**config.mk**
```make
export PLATFORM = sky130hd
export DESIGN_NAME = rr_arb8_sel
export DESIGN_NICKNAME = d
export VERILOG_FILES = /design/src/rtl/rr_arb8_sel_pkg.sv /design/src/rtl/rr_arb8_sel_pick8.sv /design/src/rtl/rr_arb8_sel.sv
export SDC_FILE = /design/constraint.sdc
export NUM_CORES = 1
export LEC_CHECK = 0
export BUFFER_PORTS_ARGS = -buffer_cell sky130_fd_sc_hd__buf_2
export CAP_MARGIN = 20
export CORE_ASPECT_RATIO = 1.4
export CORE_MARGIN = 10
export CORE_UTILIZATION = 47
export DETAILED_ROUTE_END_ITERATION = 12
export GPL_TIMING_DRIVEN = 1
export HOLD_SLACK_MARGIN = 0.15
export MAX_ROUTING_LAYER = met4
export PLACE_DENSITY = 0.7
export RECOVER_POWER = 25
export SLEW_MARGIN = 20
export SYNTH_ARGS = -nofsm -noshare
export SYNTH_HDL_FRONTEND = slang
export SYNTH_HIERARCHICAL = 1
export SYNTH_SLANG_ARGS = --single-unit
```
**constraint.sdc**
```tcl
create_clock -name clk -period 11.5 [get_ports clk]
set_input_delay 0.575 -clock clk [delete_from_list [all_inputs] [get_ports clk]]
set_output_delay 0.575 -clock clk [all_outputs]
set_load 0.05 [all_outputs]
```
**src/rtl/rr_arb8_sel_pkg.sv**
```systemverilog
// arb_pkg: shared constants, FSM state type and one-hot helper for the 8-way round-robin arbiter
package arb_pkg;
  localparam int N_CH  = 8;
  localparam int SEL_W = 3;
  typedef enum logic {IDLE, GRANT} arb_state_t;
  function automatic logic [N_CH-1:0] onehot8(input logic [SEL_W-1:0] s);
    return {{(N_CH-1){1'b0}}, 1'b1} << s;
  endfunction
endpackage

```
**src/rtl/rr_arb8_sel_pick8.sv**
```systemverilog
// rr_pick8: combinational rotating priority search, first set request at or after base (mod 8)
module rr_pick8
  import arb_pkg::*;
(
  input  logic [N_CH-1:0]  req,
  input  logic [SEL_W-1:0] base,
  output logic             found,
  output logic [SEL_W-1:0] idx
);
  logic [N_CH-1:0]  rot;
  logic [SEL_W-1:0] off;
  // rotate so base lands at bit 0, then take the lowest set bit as the offset from base
  always_comb begin
    rot = '0;
    off = '0;
    for (int i = 0; i < N_CH; i++) rot[i] = req[SEL_W'(i) + base];
    for (int i = N_CH - 1; i >= 0; i--) if (rot[i]) off = SEL_W'(i);
  end
  assign found = |req;
  assign idx   = base + off;
endmodule

```
**src/rtl/rr_arb8_sel.sv**
```systemverilog
// rr_arb8_sel: round-robin grant select for an 8:1 mux; RR_ARB_LOCK_EN adds a lock input to hold bursts
module rr_arb8_sel
  import arb_pkg::*;
(
  input  logic             clk,
  input  logic             rst,
  input  logic [N_CH-1:0]  req,
  input  logic             gnt_ready,
`ifdef RR_ARB_LOCK_EN
  input  logic             lock,
`endif
  output logic             gnt_valid,
  output logic [SEL_W-1:0] sel,
  output logic [N_CH-1:0]  gnt_onehot
);
  arb_state_t       state_q, state_d;
  logic [SEL_W-1:0] ptr_q, ptr_d, sel_q, sel_d, base;
  logic             found, lk, accept;
  logic [SEL_W-1:0] idx;
`ifdef RR_ARB_LOCK_EN
  assign lk = lock;
`else
  assign lk = 1'b0;
`endif
  assign accept = state_q == GRANT && gnt_ready;
  assign base   = state_q == IDLE ? ptr_q : sel_q + 3'd1;
  rr_pick8 u_pick (.req(req), .base(base), .found(found), .idx(idx));
  // searching from sel+1 reaches the just-served channel last, so it is only re-granted when alone
  always_comb begin
    state_d = state_q;
    ptr_d   = ptr_q;
    sel_d   = sel_q;
    if (state_q == IDLE && found) begin
      state_d = GRANT;
      sel_d   = idx;
    end else if (accept && !lk) begin
      ptr_d   = sel_q + 3'd1;
      sel_d   = found ? idx : sel_q;
      state_d = found ? GRANT : IDLE;
    end
  end
  // state, priority pointer and registered select
  always_ff @(posedge clk) begin
    if (rst) begin
      state_q <= IDLE;
      ptr_q   <= '0;
      sel_q   <= '0;
    end else begin
      state_q <= state_d;
      ptr_q   <= ptr_d;
      sel_q   <= sel_d;
    end
  end
  assign gnt_valid  = state_q == GRANT;
  assign sel        = sel_q;
  assign gnt_onehot = gnt_valid ? onehot8(sel_q) : '0;
endmodule

```
# Yosys cells after proc, flatten, opt, wreduce, memory -nomap -nowiden
# Index checks and enable logic that the tools add are counted.
word_totals:
  ff_bits: 7
  inputBits: 11
  output_inout_bits: 12
  word_cells: 62
op_classes:
  addsub: 9
  order_cmp: 8
  shifts: 1
  muxes: 32
  bitwise_logic: 2
  n_reduce_logical: 7
op_table:
  columns: ["operator", "n"]
  rows:
  - ["two-way mux 3 bit", 12]
  - ["less-than comparator 3 x 4 -> 1 bit (second input constant)", 8]
  - ["binary-select mux 1 bit (select 3 bit)", 8]
  - ["adder 3 bit (first input constant)", 4]
  - ["two-way mux 1 bit", 11]
  - ["two-way mux 8 bit", 1]
  - ["OR reduction 8 bit", 1]
  - ["<< shifter 1 x 3 -> 8 bit (first input constant)", 1]
  - ["adder 2 x 3 -> 3 bit (first input constant)", 2]
  - ["AND reduction 2 bit", 2]
  - ["nonzero test 2 bit", 2]
  - ["adder 1 x 3 -> 3 bit (first input constant)", 1]
  - ["adder 3 x 1 -> 3 bit (second input constant)", 1]
  - ["adder 3 bit", 1]
  - ["logical AND 1 bit", 2]
  - ["NOT 1 bit", 2]

# Depth between registers and ports, before layout
logic_depth:
  ltp_word: 17
  ltp_mapped: 20
  depth_no_buf: 18

# Cells and area by module
# Netlist, hierarchy kept.
modules_own_cells:
  columns: ["module", "n_inst", "cells_each", "area_each_um2", "seq_area_each_um2"]
  rows:
  - ["rr_pick8", 1, 66, 623.1, 0.0]
  - ["rr_arb8_sel", 1, 52, 478.0, 140.1]

# Worst setup path before layout
# Ideal clock, no wire load.
synth_path:
  kind: "reg2reg"
  start: "reg sel_q[0], in the netlist sel[0]"
  end: "reg sel_q[2], in the netlist sel[2]"
  setup_time_ns: 0.072
  arrival_time_ns: 4.016
  t_required_ns: 11.428
  slack_ns: 7.413
  path_stages_with_launch: 20
  n_path_buf: 1
  synth_period_minus_slack_ns: 4.087
  cell_sequence: "dfxtp_1 inv_1 ha_1 mux2_2 inv_1 ha_1 buf_6 mux2i_1 mux2_2 mux2_2 a21oi_1 o21ai_0 a21oi_1 ha_1 inv_1 fa_1 xnor2_1 xnor2_1 nand2b_1 mux2i_1"
synth_via:
  elab_chain_len: 17
  word_cells_on_any_way: 37
  classes_between: "9 x add/sub; 28 x mux"
synth_lines:
  columns: ["element", "line", "text"]
  rows:
  - ["start: declaration", "rr_arb8_sel.sv:17", "logic [SEL_W-1:0] ptr_q, ptr_d, sel_q, sel_d, base;"]
  - ["start signal: assignment", "rr_arb8_sel.sv:51", "sel_q <= sel_d;"]
  - ["adder 3 x 1 -> 3 bit *", "rr_arb8_sel.sv:26", "assign base = state_q == IDLE ? ptr_q : sel_q + 3'd1;"]
  - ["two-way mux 3 bit *", "rr_arb8_sel.sv:26", null]
  - ["via base[1]", "rr_arb8_sel.sv:17", null]
  - ["adder 3 bit", "rr_arb8_sel_pick8.sv:16", "for (int i = 0; i < N_CH; i++) rot[i] = req[SEL_W'(i) + base];"]
  - ["binary-select mux 1 bit (select 3 bit)", "rr_arb8_sel_pick8.sv:16", null]
  - ["two-way mux 1 bit (not written as such)", "rr_arb8_sel_pick8.sv:16", null]
  - ["two-way mux 3 bit (8 in a row)", "rr_arb8_sel_pick8.sv:17", "for (int i = N_CH - 1; i >= 0; i--) if (rot[i]) off = SEL_W'(i);"]
  - ["adder 3 bit *", "rr_arb8_sel_pick8.sv:20", "assign idx = base + off;"]
  - ["via idx[2]", "rr_arb8_sel.sv:19", "logic [SEL_W-1:0] idx;"]
  - ["two-way mux 3 bit", "rr_arb8_sel.sv:38", "sel_d = found ? idx : sel_q;"]
  - ["two-way mux 3 bit", "rr_arb8_sel.sv:36", "end else if (accept && !lk) begin"]
  - ["two-way mux 3 bit *", "rr_arb8_sel.sv:33", "if (state_q == IDLE && found) begin"]
# The timed path passes the listed nets; every way through them passes the cells marked *. The select of a mux whose other input is x is not followed.
# A chain may end at the register's enable or synchronous reset.

# Final worst setup path
# Same ends and word-level chain as after synthesis.

==> metrics.cfg <==
[placement]
port_buffers = 22
dp_slack_ps = 7436
globalplace.congestion = 0.8381
dp_cells = 157
hpwl_um = 1940

[pwr]
ir_worst_vdd_mv = 0.1002
clockPowerShare_pct = 8.2
leakagePower_nw = 0.5929
total_power_mw = 0.2712
p_sw_share_pct = 50.03
p_int_mw = 0.1355
combPwrFrac_pct = 78.5
power_switching_mw = 0.1357
p_per_area_nw_per_um2 = 225.3
seq_power_share_pct = 13.3

[yosys]
yosysWarnings = 6
syn_nets = 139
syn_area_per_cell_um2 = 9.331
syn_inst = 118
synth_area_um2 = 1101
synth_cell_type_count = 35
synth-seq-cells = 7
yosysSeqAreaShare_pct = 12.73

[grt]
antenna_found_initial = 0
gr-total-overflow = 0
grt_pass1_vias = 890
grt_max_degree = 18
grt_use_total_pct = 10.35
grt_pass1_wl_um = 3843

[clock_tree]
path_clk_slew_ps = 50
ctsHoldBuffers = 0
cts_setup_buffers = 0
clk_latency_ps = 250
h-tree-depth = 1
cts-buffers-inserted = 3
cts_root_buf = clkbuf_4
clk_path_buf_depth = 2
cts.sinks = 7
ctsResizeCount = 0
cts_tree = done

[status]
status = finished, final reports clean

[timing]
whs_ps = 467.8
finalHoldViolCount = 0
setup_tns_ps = 0
maxSlewHeadroom_pct = 64.50
max_freq_mhz = 246.3
post-route-period-util_pct = 35.30
period_minus_slack_ps = 4060
setup_violations = 0
clock_skew_ps = 2.604
drv_slew = 0
grt_setup_unrepaired = no
setup_ws_ps = 7440
tightest_slew_ps = 531.7

[final_layout]
fin_cells = 161
nets = 161
diodes = 0
area_growth_pct = 9.318
layout-drive-gt1-share_pct = 28.78

[worst_setup_path]
crit_type = reg -> reg
crit_path_start_kind = flop
path_max_fanout = 8
rr_worst_depth = 18
end_kind = flop
required_ps = 11680
r2r-start = sel[0]
arrival_ps = 4240
rrSetupSlack_ps = 7440
r2r-end = sel[2]

[drt]
num_vias = 931
drtAntennaViolNets = 0
drtIter0Drc = 27
wirelength_um = 2301
wire_per_inst_um = 14.29
via_per_inst = 5.783
dr.pass1.iters = 4
drc = 0

[die]
initial_core_util_pct = 50.00
die_h_um = 77.27
die_x_um = 60.91
die-area_um2 = 4706
core_um2 = 2202
row_count = 20
ios = 23

[worst_hold_path]
hold_class = reg -> reg
hold_end = ptr_q[1]
min-delay-start = ptr_q[1]
whs_path_depth = 2

[flow_run]
drv_cap = 0

## cells in the final DEF (no fill, tap or decap), types with 2 or more instances in the layout
master,n
a21oi_1,7
and2_1,5
and3_1,3
buf_2,21
clkbuf_1,2
clkbuf_4,3
dfxtp_1,7
ha_1,9
inv_1,9
mux2_2,9
mux2i_1,18
mux4_2,2
nand2_1,8
nand2b_1,7
nor2_1,4
nor4_1,2
o21ai_0,2
o221ai_1,2
xnor2_1,2
## stage by stage
step | instance area, µm² | util, %
floorplan | 1101 | -
global placement | 1179 | 53.52
detailed placement | 1179 | 53.52
CTS | 1205 | 54.72
global route | 1204 | 54.66
finish | 1204 | 54.66
## worst max-delay path, cell delays in order (launching register included)
cell      delay, ps
dfxtp_1         400
inv_1           110
ha_1            340
mux2_2          340
inv_1           160
ha_1            410
mux2i_1         180
mux2_2          300
mux2_2          270
a21oi_1         130
o21ai_0          90
a21oi_1         170
ha_1            160
inv_1            50
fa_1            370
xnor2_1         180
xnor2_1         130
nand2b_1         70
mux2i_1         120
## synthesized netlist by cell type, drive strengths merged
library cell  number  area (µm²)
o221ai             2       17.52
and2b              1       8.760
nand2              8       30.03
inv                9       33.78
mux4               3       71.32
o2111ai            1       8.760
buf                3       26.27
mux2i             18       180.2
o22ai              1       6.260
a32oi              1       8.760
and3               3       18.77
fa                 1       20.02
a21boi             2       26.28
and2               5       31.28
a311oi             1       8.760
clkbuf             3       41.29
xor2               1       8.760
a21oi              7       35.03
mux2               9       101.4
a32o               1       10.01
dfxtp              7       140.1
xnor2              3       45.05
nand3              2       15.01
ha                 9       112.6
o21ai              2       10.01
nand2b             7       43.79
nor2               4       15.01
nor2b              1       6.260
a21o               1       7.510
nor4               2       12.51
## state kept, by name, summed over array words and instances, names as in the netlist
signal,count
ptr_q,3
sel,3
gnt_valid,1
## layout make-up
| cell class | count | area, µm² |
|---|---|---|
| well taps | 22 | 27.53 |
| fillers | 236 | 998.5 |
| inverters | 9 | 33.78 |
| flip-flops and latches | 7 | 140.1 |
| multi-input cells | 96 | 859.6 |
| clock buffers | 4 | 26.28 |
| repair buffers | 23 | 116.4 |
## how the worst max path moves through the flow
stage | startpoint | endpoint | slack [ps] | cells past startpoint
final | sel[0] | sel[2] | 7440 | 18
after global routing | sel[0] | sel[2] | 7060 | 18
after CTS | sel[0] | sel[2] | 7420 | 18
after detailed placement | sel[0] | sel[2] | 7440 | 18
after global placement | sel[0] | sel[2] | 7530 | 18
after floorplan | sel[0] | sel[2] | 7410 | 19
## kinds of logic after synthesis
kind of cell,share of synthesized area (%)
compound gates,12.62
xor+xnor,4.887
fa+ha+maj,12.05
buf+inv,9.204
flops,12.73
mux,32.05
simple gates,16.48
## layer usage
layer,track usage (%),vias to the layer above,share of wire (%)
met1,10.55,437,39
met5,-,-,0
met4,4.626,0,0.91
li1,-,470,-
met2,18.20,22,53
met3,1.647,2,7.0
## power groups by stage
| stage | clock, mW | combinational (mW) | sequential [mW] |
|---|---|---|---|
| final | 0.0222 | 0.213 | 0.0361 |
| after detailed placement | 0 | 0.214 | 0.0367 |
| after floorplan | 0 | 0.174 | 0.0471 |
| after global routing | 0.0236 | 0.235 | 0.0374 |
| after global placement | 0 | 0.208 | 0.0360 |
| after CTS | 0.0229 | 0.215 | 0.0362 |
(Power assumes the default switching activity.)
